**config.mk**
```make
export PLATFORM = sky130hd
export DESIGN_NAME = regfile_scoreboard_flat
export DESIGN_NICKNAME = d
export VERILOG_FILES = /design/src/rtl/regfile_scoreboard_if.sv /design/src/rtl/regfile_scoreboard.sv /design/src/flat_wrapper.sv
export SDC_FILE = /design/constraint.sdc
export NUM_CORES = 2
export LEC_CHECK = 0
export CAP_MARGIN = 20
export CORE_ASPECT_RATIO = 0.9
export CORE_MARGIN = 2
export CORE_UTILIZATION = 45
export CTS_BUF_LIST = sky130_fd_sc_hd__clkbuf_16
export DETAILED_ROUTE_END_ITERATION = 8
export PLACE_DENSITY = 0.58
export SKIP_CTS_REPAIR_TIMING = 1
export SLEW_MARGIN = 30
export SYNTH_ARGS = -nofsm -noshare
export SYNTH_HDL_FRONTEND = slang
export SYNTH_SLANG_ARGS = --single-unit
```
**constraint.sdc**
```tcl
create_clock -name clk -period 9.7 [get_ports clk]
set_input_delay 1.94 -clock clk [delete_from_list [all_inputs] [get_ports clk]]
set_output_delay 1.94 -clock clk [all_outputs]
set_load 0.01 [all_outputs]
```
**src/rtl/regfile_scoreboard_if.sv**
```systemverilog
// regfile_scoreboard_if: read, issue and writeback signals of the register file scoreboard.
// master = decode/issue + writeback side, slave = regfile_scoreboard.
// Signals: rs1/rs2 address/data/busy, issue_valid/issue_rd/issue_ready, we/wa/wd, busy_cnt.
interface regfile_scoreboard_if #(
    parameter int XLEN  = 32,
    parameter int NREGS = 32
);
    localparam int ADDR_W = $clog2(NREGS);
    logic [4:0]      rs1_addr;
    logic [4:0]      rs2_addr;
    logic [XLEN-1:0] rs1_data;
    logic [XLEN-1:0] rs2_data;
    logic            rs1_busy;
    logic            rs2_busy;
    logic            issue_valid;
    logic [4:0]      issue_rd;
    logic            issue_ready;
    logic            we;
    logic [4:0]      wa;
    logic [XLEN-1:0] wd;
    logic [ADDR_W:0] busy_cnt;
    modport master (
        output rs1_addr, rs2_addr, issue_valid, issue_rd, we, wa, wd,
        input  rs1_data, rs2_data, rs1_busy, rs2_busy, issue_ready, busy_cnt
    );
    modport slave (
        input  rs1_addr, rs2_addr, issue_valid, issue_rd, we, wa, wd,
        output rs1_data, rs2_data, rs1_busy, rs2_busy, issue_ready, busy_cnt
    );
endinterface

```
**src/rtl/regfile_scoreboard.sv**
```systemverilog
// regfile_scoreboard: integer register file (2 comb reads, 1 sync write) with per-register busy scoreboard.
// Ports: clk (rising edge), rst_n (async active-low), bus (regfile_scoreboard_if.slave).
// Optional macro REGFILE_BYPASS_EN: forwards the writeback data/busy-clear to reads and the issue check
// in the writeback cycle; undefined, the new value and cleared busy bit appear one cycle later.
module regfile_scoreboard #(
    parameter  int XLEN   = 32,
    parameter  int NREGS  = 32,
    localparam int ADDR_W = $clog2(NREGS)
) (
    input logic                 clk,
    input logic                 rst_n,
    regfile_scoreboard_if.slave bus
);
    // x0 and indices beyond NREGS (RV32E upper half) read 0, ignore writes, never go busy
    function automatic logic f_valid(input logic [4:0] a);
        return (a != 5'd0) && ({1'b0, a} < 6'(NREGS));
    endfunction

    logic [XLEN-1:0]   r_regs [NREGS];
    logic [NREGS-1:0]  r_busy;
    logic [NREGS-1:0]  w_busy_nxt;
    logic [ADDR_W:0]   r_cnt;
    logic [ADDR_W:0]   w_cnt;
    logic [ADDR_W-1:0] w_rs1_i;
    logic [ADDR_W-1:0] w_rs2_i;
    logic [ADDR_W-1:0] w_rd_i;
    logic [ADDR_W-1:0] w_wa_i;
    logic              w_rs1_v;
    logic              w_rs2_v;
    logic              w_rd_v;
    logic              w_wb;
    logic              w_fwd1;
    logic              w_fwd2;
    logic              w_fwdrd;
    logic              w_rd_busy;

    assign w_rs1_i = bus.rs1_addr[ADDR_W-1:0];
    assign w_rs2_i = bus.rs2_addr[ADDR_W-1:0];
    assign w_rd_i  = bus.issue_rd[ADDR_W-1:0];
    assign w_wa_i  = bus.wa[ADDR_W-1:0];
    assign w_rs1_v = f_valid(bus.rs1_addr);
    assign w_rs2_v = f_valid(bus.rs2_addr);
    assign w_rd_v  = f_valid(bus.issue_rd);
    assign w_wb    = bus.we && f_valid(bus.wa);

`ifdef REGFILE_BYPASS_EN
    assign w_fwd1  = w_wb && (bus.wa == bus.rs1_addr);
    assign w_fwd2  = w_wb && (bus.wa == bus.rs2_addr);
    assign w_fwdrd = w_wb && (bus.wa == bus.issue_rd);
`else
    assign w_fwd1  = 1'b0;
    assign w_fwd2  = 1'b0;
    assign w_fwdrd = 1'b0;
`endif

    assign bus.rs1_data    = !w_rs1_v ? '0 : w_fwd1 ? bus.wd : r_regs[w_rs1_i];
    assign bus.rs2_data    = !w_rs2_v ? '0 : w_fwd2 ? bus.wd : r_regs[w_rs2_i];
    assign bus.rs1_busy    = w_rs1_v && r_busy[w_rs1_i] && !w_fwd1;
    assign bus.rs2_busy    = w_rs2_v && r_busy[w_rs2_i] && !w_fwd2;
    assign w_rd_busy       = w_rd_v && r_busy[w_rd_i] && !w_fwdrd;
    assign bus.issue_ready = bus.issue_valid && !bus.rs1_busy && !bus.rs2_busy && !w_rd_busy;
    assign bus.busy_cnt    = r_cnt;

    // clear before set so a same-cycle issue to the written-back register keeps it busy
    always_comb begin
        w_busy_nxt = r_busy;
        if (w_wb) w_busy_nxt[w_wa_i] = 1'b0;
        if (bus.issue_ready && w_rd_v) w_busy_nxt[w_rd_i] = 1'b1;
        w_cnt = '0;
        for (int i = 0; i < NREGS; i++) w_cnt = w_cnt + (ADDR_W+1)'(w_busy_nxt[i]);
    end

    always_ff @(posedge clk or negedge rst_n) begin
        if (!rst_n) begin
            r_busy <= '0;
            r_cnt  <= '0;
            for (int i = 0; i < NREGS; i++) r_regs[i] <= '0;
        end else begin
            r_busy <= w_busy_nxt;
            r_cnt  <= w_cnt;
            if (w_wb) r_regs[w_wa_i] <= bus.wd;
        end
    end
endmodule

```
**src/flat_wrapper.sv**
```systemverilog
// flat-port wrapper written by rule: the top's interface ports become plain ports
module regfile_scoreboard_flat 
#(
    parameter  int XLEN   = 32,
    parameter  int NREGS  = 32,
    localparam int ADDR_W = $clog2(NREGS)
)
  (clk, rst_n, bus_rs1_addr, bus_rs2_addr, bus_issue_valid, bus_issue_rd, bus_we, bus_wa, bus_wd, bus_rs1_data, bus_rs2_data, bus_rs1_busy, bus_rs2_busy, bus_issue_ready, bus_busy_cnt);
  regfile_scoreboard_if #(.XLEN(XLEN), .NREGS(NREGS)) bus_i ();
  input logic clk;
  input logic rst_n;
  input wire logic [$bits(bus_i.rs1_addr)-1:0] bus_rs1_addr;
  input wire logic [$bits(bus_i.rs2_addr)-1:0] bus_rs2_addr;
  input wire logic [$bits(bus_i.issue_valid)-1:0] bus_issue_valid;
  input wire logic [$bits(bus_i.issue_rd)-1:0] bus_issue_rd;
  input wire logic [$bits(bus_i.we)-1:0] bus_we;
  input wire logic [$bits(bus_i.wa)-1:0] bus_wa;
  input wire logic [$bits(bus_i.wd)-1:0] bus_wd;
  output wire logic [$bits(bus_i.rs1_data)-1:0] bus_rs1_data;
  output wire logic [$bits(bus_i.rs2_data)-1:0] bus_rs2_data;
  output wire logic [$bits(bus_i.rs1_busy)-1:0] bus_rs1_busy;
  output wire logic [$bits(bus_i.rs2_busy)-1:0] bus_rs2_busy;
  output wire logic [$bits(bus_i.issue_ready)-1:0] bus_issue_ready;
  output wire logic [$bits(bus_i.busy_cnt)-1:0] bus_busy_cnt;
  assign bus_i.rs1_addr = bus_rs1_addr;
  assign bus_i.rs2_addr = bus_rs2_addr;
  assign bus_i.issue_valid = bus_issue_valid;
  assign bus_i.issue_rd = bus_issue_rd;
  assign bus_i.we = bus_we;
  assign bus_i.wa = bus_wa;
  assign bus_i.wd = bus_wd;
  assign bus_rs1_data = bus_i.rs1_data;
  assign bus_rs2_data = bus_i.rs2_data;
  assign bus_rs1_busy = bus_i.rs1_busy;
  assign bus_rs2_busy = bus_i.rs2_busy;
  assign bus_issue_ready = bus_i.issue_ready;
  assign bus_busy_cnt = bus_i.busy_cnt;
  regfile_scoreboard #(.XLEN(XLEN), .NREGS(NREGS)) u_core (.clk(clk), .rst_n(rst_n), .bus(bus_i));
endmodule
```
==> summary.md <==
| Metric | Value |
|---|---|
| Syn Std Cell Area | `roughly 57000 um^2` |
| Class of the worst hold path | `reg -> reg` |
| Fin area | `63700 um^2` |
| Avg Inst Size Synth | `roughly 16 um^2` |
| Clock skew | `0.00866 ns` |
| Relative max-transition margin | `around 29%` |
| DR vias | `34100` |
| Top cells by area, synth | `dfrtp_1, mux4_2, mux2_2` |
| Final hold slack | `between 0.3 and 0.4 ns` |
| Clk sinks | `around 1100` |
| CP bufs+invs | `6` |
| Status | `completed` |
| Cell Int Power | `9.79 mW` |
| Area delta synth->final | `11.1%` |
| Combinational share of power | `approximately 24%` |
| Core Area | `~130000 um^2` |
| Final WL | `about 170000 um` |
| H-tree depth | `3` |
| Initial antenna violation count | `9` |
| Core Util, Final | `between 50 and 60%` |
| Hold path depth | `0` |
| Worst VDD drop | `roughly 0.16 mV` |
| Vias/cell | `approximately 6.5` |
| Drt initial violations | `a little over 3000` |
| Leakage power | `around 27 nW` |
| R2R setup slack | `around 2.7 ns` |
| Final hold vios | `0` |
| Die Height | `343 um` |
| First-pass GRT wire length | `between 200000 and 300000 um` |
| Critical Path Start | `bus_issue_rd[1]` |
| GRT overflow | `0` |
| DRT antenna net count | `0` |
| Hold Path Sink | `u_core.r_regs[1023]` |
| Yosys reg bits | `1062` |
| Max-slew violations | `0` |
| Site Rows | `124` |
| Worst slew pin tran | `~1.1 ns` |
| CTS Buf Count | `about 120` |
| Levels on crit path | `23` |
| Port bufs | `128` |
| Tmin final | `between 8 and 9 ns` |
| Area after DPL | `approximately 60000 um^2` |
| Area share of the largest cell type after synthesis | `between 40% and 50%` |
| Most used cell, CP | `fa_1` |
| Arrival time of the worst setup path | `just over 9 ns` |
| Sw power | `around 3.8 mW` |
| HP Start | `u_core.r_regs[1023]` |
| RSZ-0062 raised after global routing | `false` |
| Final std cells w/o fill | `about 5300` |
| Synth Net Count | `~3600` |
| # DRC | `0` |
| Worst setup SP type | `input port` |
| Slowest stage delay, CP | `between 0.6 and 0.7 ns` |
| Final net count | `between 3000 and 4000` |
| Cells after Synth | `approximately 3500` |
| Final period util | `88.0%` |
| Async SR Flop Fraction | `between 90% and 100%` |
| Worst-path clk slew | `around 0.060 ns` |
| Crit-path cells | `clkdlybuf4s50_1, buf_4, mux4_2, a222oi_1, a31o_4, nand4_4, o21ai_1, ha_1, fa_1, inv_1, fa_1, fa_1, fa_1, inv_1, fa_1, fa_1, inv_1, fa_1, inv_1, fa_1, a21o_1, a21oi_1, xnor2_1` |
| Required time of the critical path | `around 10 ns` |
| Type of the worst setup path | `in -> reg` |
| Full die area | `about 130000 um^2` |
| Setup Viol. Count Final | `0` |
| Synth warn | `0` |
| TritonRoute pass-1 iters | `5` |
| Placed insts | `approximately 5000` |
| Clk buf depth | `3` |
| Largest net degree at the start of global routing | `182` |
| Yosys top cell by area | `dfrtp_1` |
| Power density over the cells | `approximately 210 nW/um^2` |
| Critical Path End Type | `register` |
| Initial Utilization | `around 45%` |
| Sequential fraction of design power | `a little over two fifths` |
| DP HPWL | `slightly above 90000 um` |
| RR Endpoint | `u_core.bus.busy_cnt[4]` |
| Fmax | `between 0.1 and 0.15 GHz` |
| Worst-Skew Late Latency | `0.70 ns` |
| Net Sw Frac | `approximately 28%` |
| Share of cells above drive strength 1 | `between 50% and 60%` |
| Routability cong. | `between 0.8 and 0.9` |
| RR Startpoint | `u_core.r_busy[28]` |
| Post-synth top flop | `dfrtp_1` |
| CP delay by family, top | `adder cells` |
| Clock group share of total power | `about a third` |
| Distinct cells, synth | `55` |
| Worst-path maximum fanout | `14` |
| Setup_tns | `0 ns` |
| Global-route usage over all layers | `between 20 and 30%` |
| IO Pins | `129` |
| Post-synth EDFFs | `0` |
| Drt wl/cell | `33.2 um` |
| Reg2reg path depth | `21` |
| CTS tree | `done` |
| Register area share after synthesis | `between 40% and 50%` |
| Vias in the first global route | `approximately 37000` |
| Max-Cap Viols | `0` |
| Root buf cell | `clkbuf_16` |
| CP max-delay cell | `clkdlybuf4s50_1` |
| Die Span X | `about 380 um` |
[metrics by stage]
stage               power (mW)  setup WS [ns]
floorplan                 8.21           1.66
global placement          9.08          0.534
detailed placement        9.29          0.496
CTS                       13.7           1.21
global route              14.3          0.854
finish                    13.6           1.17
[sequential cells by signal (all words and copies together) (netlist names)]
signal,cells
u_core.bus.busy_cnt,6
u_core.r_busy,32
u_core.r_regs,1024
[power groups by stage]
stage	clock network, mW	registers, mW	logic (mW)
floorplan	0	5.73	2.48
global placement	0	5.83	3.25
detailed placement	0	5.95	3.34
CTS	4.50	5.88	3.35
global route	4.68	6.00	3.58
finish	4.40	5.90	3.31
[cell type report]
type | count | area [um^2]
Timing Repair Buffer | 207 | 2020
Multi-Input combinational cell | 2019 | 29100
Fill cell | 10400 | 63000
Clock buffer | 119 | 2980
Tap cell | 1701 | 2130
Inverter | 49 | 189
Sequential cell | 1062 | 26600
Antenna cell | 1 | 2.50
Clock inverter | 95 | 762
[cell families (layout without fill, tap and decap cells)]
kind of cell	count (synthesis)	after routing	share of synthesized area [%]
buf+inv	454	470	3.42
flops	1062	1062	46.3
mux	1732	1732	46.7
other cells	0	1	0
compound gates	80	80	1.01
fa+ha+maj	32	32	1.01
simple gates	172	172	1.47
xor+xnor	3	3	0.0458
[cells in the final DEF, fill, tap and decap left out, drive strengths merged, types with 2 or more instances in the layout]
| cell type | instances |
|---|---|
| o221ai | 3 |
| and2 | 2 |
| mux4 | 655 |
| clkinv | 51 |
| o21ai | 23 |
| a31oi | 4 |
| xor2 | 2 |
| mux2 | 997 |
| nand4 | 3 |
| ha | 8 |
| mux2i | 80 |
| fa | 24 |
| dfrtp | 1062 |
| inv | 77 |
| nand2b | 2 |
| o21a | 5 |
| clkbuf | 119 |
| o22ai | 13 |
| or2 | 4 |
| bufinv | 12 |
| or3b | 4 |
| a21oi | 3 |
| o31ai | 2 |
| o22a | 10 |
| a21o | 3 |
| nor2 | 90 |
| nor3b | 7 |
| nand2 | 32 |
| nand3b | 9 |
| clkinvlp | 4 |
| clkdlybuf4s50 | 86 |
| nor2b | 3 |
| nor3 | 3 |
| and3 | 5 |
| a31o | 5 |
| nand3 | 6 |
| buf | 121 |
[cells in the mapped netlist, types with 7 or more instances]
| cell type | count |
|---|---|
| dfrtp_1 | 1062 |
| mux2_2 | 997 |
| mux4_2 | 655 |
| clkbuf_1 | 222 |
| nor2_1 | 90 |
| mux2i_1 | 80 |
| buf_2 | 77 |
| buf_1 | 74 |
| inv_1 | 49 |
| nand2_1 | 32 |
| fa_1 | 24 |
| buf_4 | 20 |
| o21ai_1 | 14 |
| o22ai_1 | 13 |
| buf_6 | 10 |
| o22a_1 | 10 |
| nand3b_1 | 9 |
| o21ai_0 | 9 |
| ha_1 | 8 |
| nor3b_1 | 7 |
[how the worst max path moves through the flow]
stage	to	slack, ns
finish	u_core.bus.busy_cnt[4]	1.17
global route	u_core.bus.busy_cnt[4]	0.85
CTS	u_core.bus.busy_cnt[4]	1.21
detailed placement	u_core.bus.busy_cnt[4]	0.50
global placement	u_core.bus.busy_cnt[4]	0.53
floorplan	u_core.bus.busy_cnt[4]	1.66
[metal layers]
layer	vias to the layer above	track usage (%)	share of wire, %
met5	-	0	0.014
met3	316	4.39	5.8
met2	1184	44.2	49
met1	19100	37.7	42
li1	13600	-	-
met4	4	8.36	3.2
(Power assumes the default switching activity.)
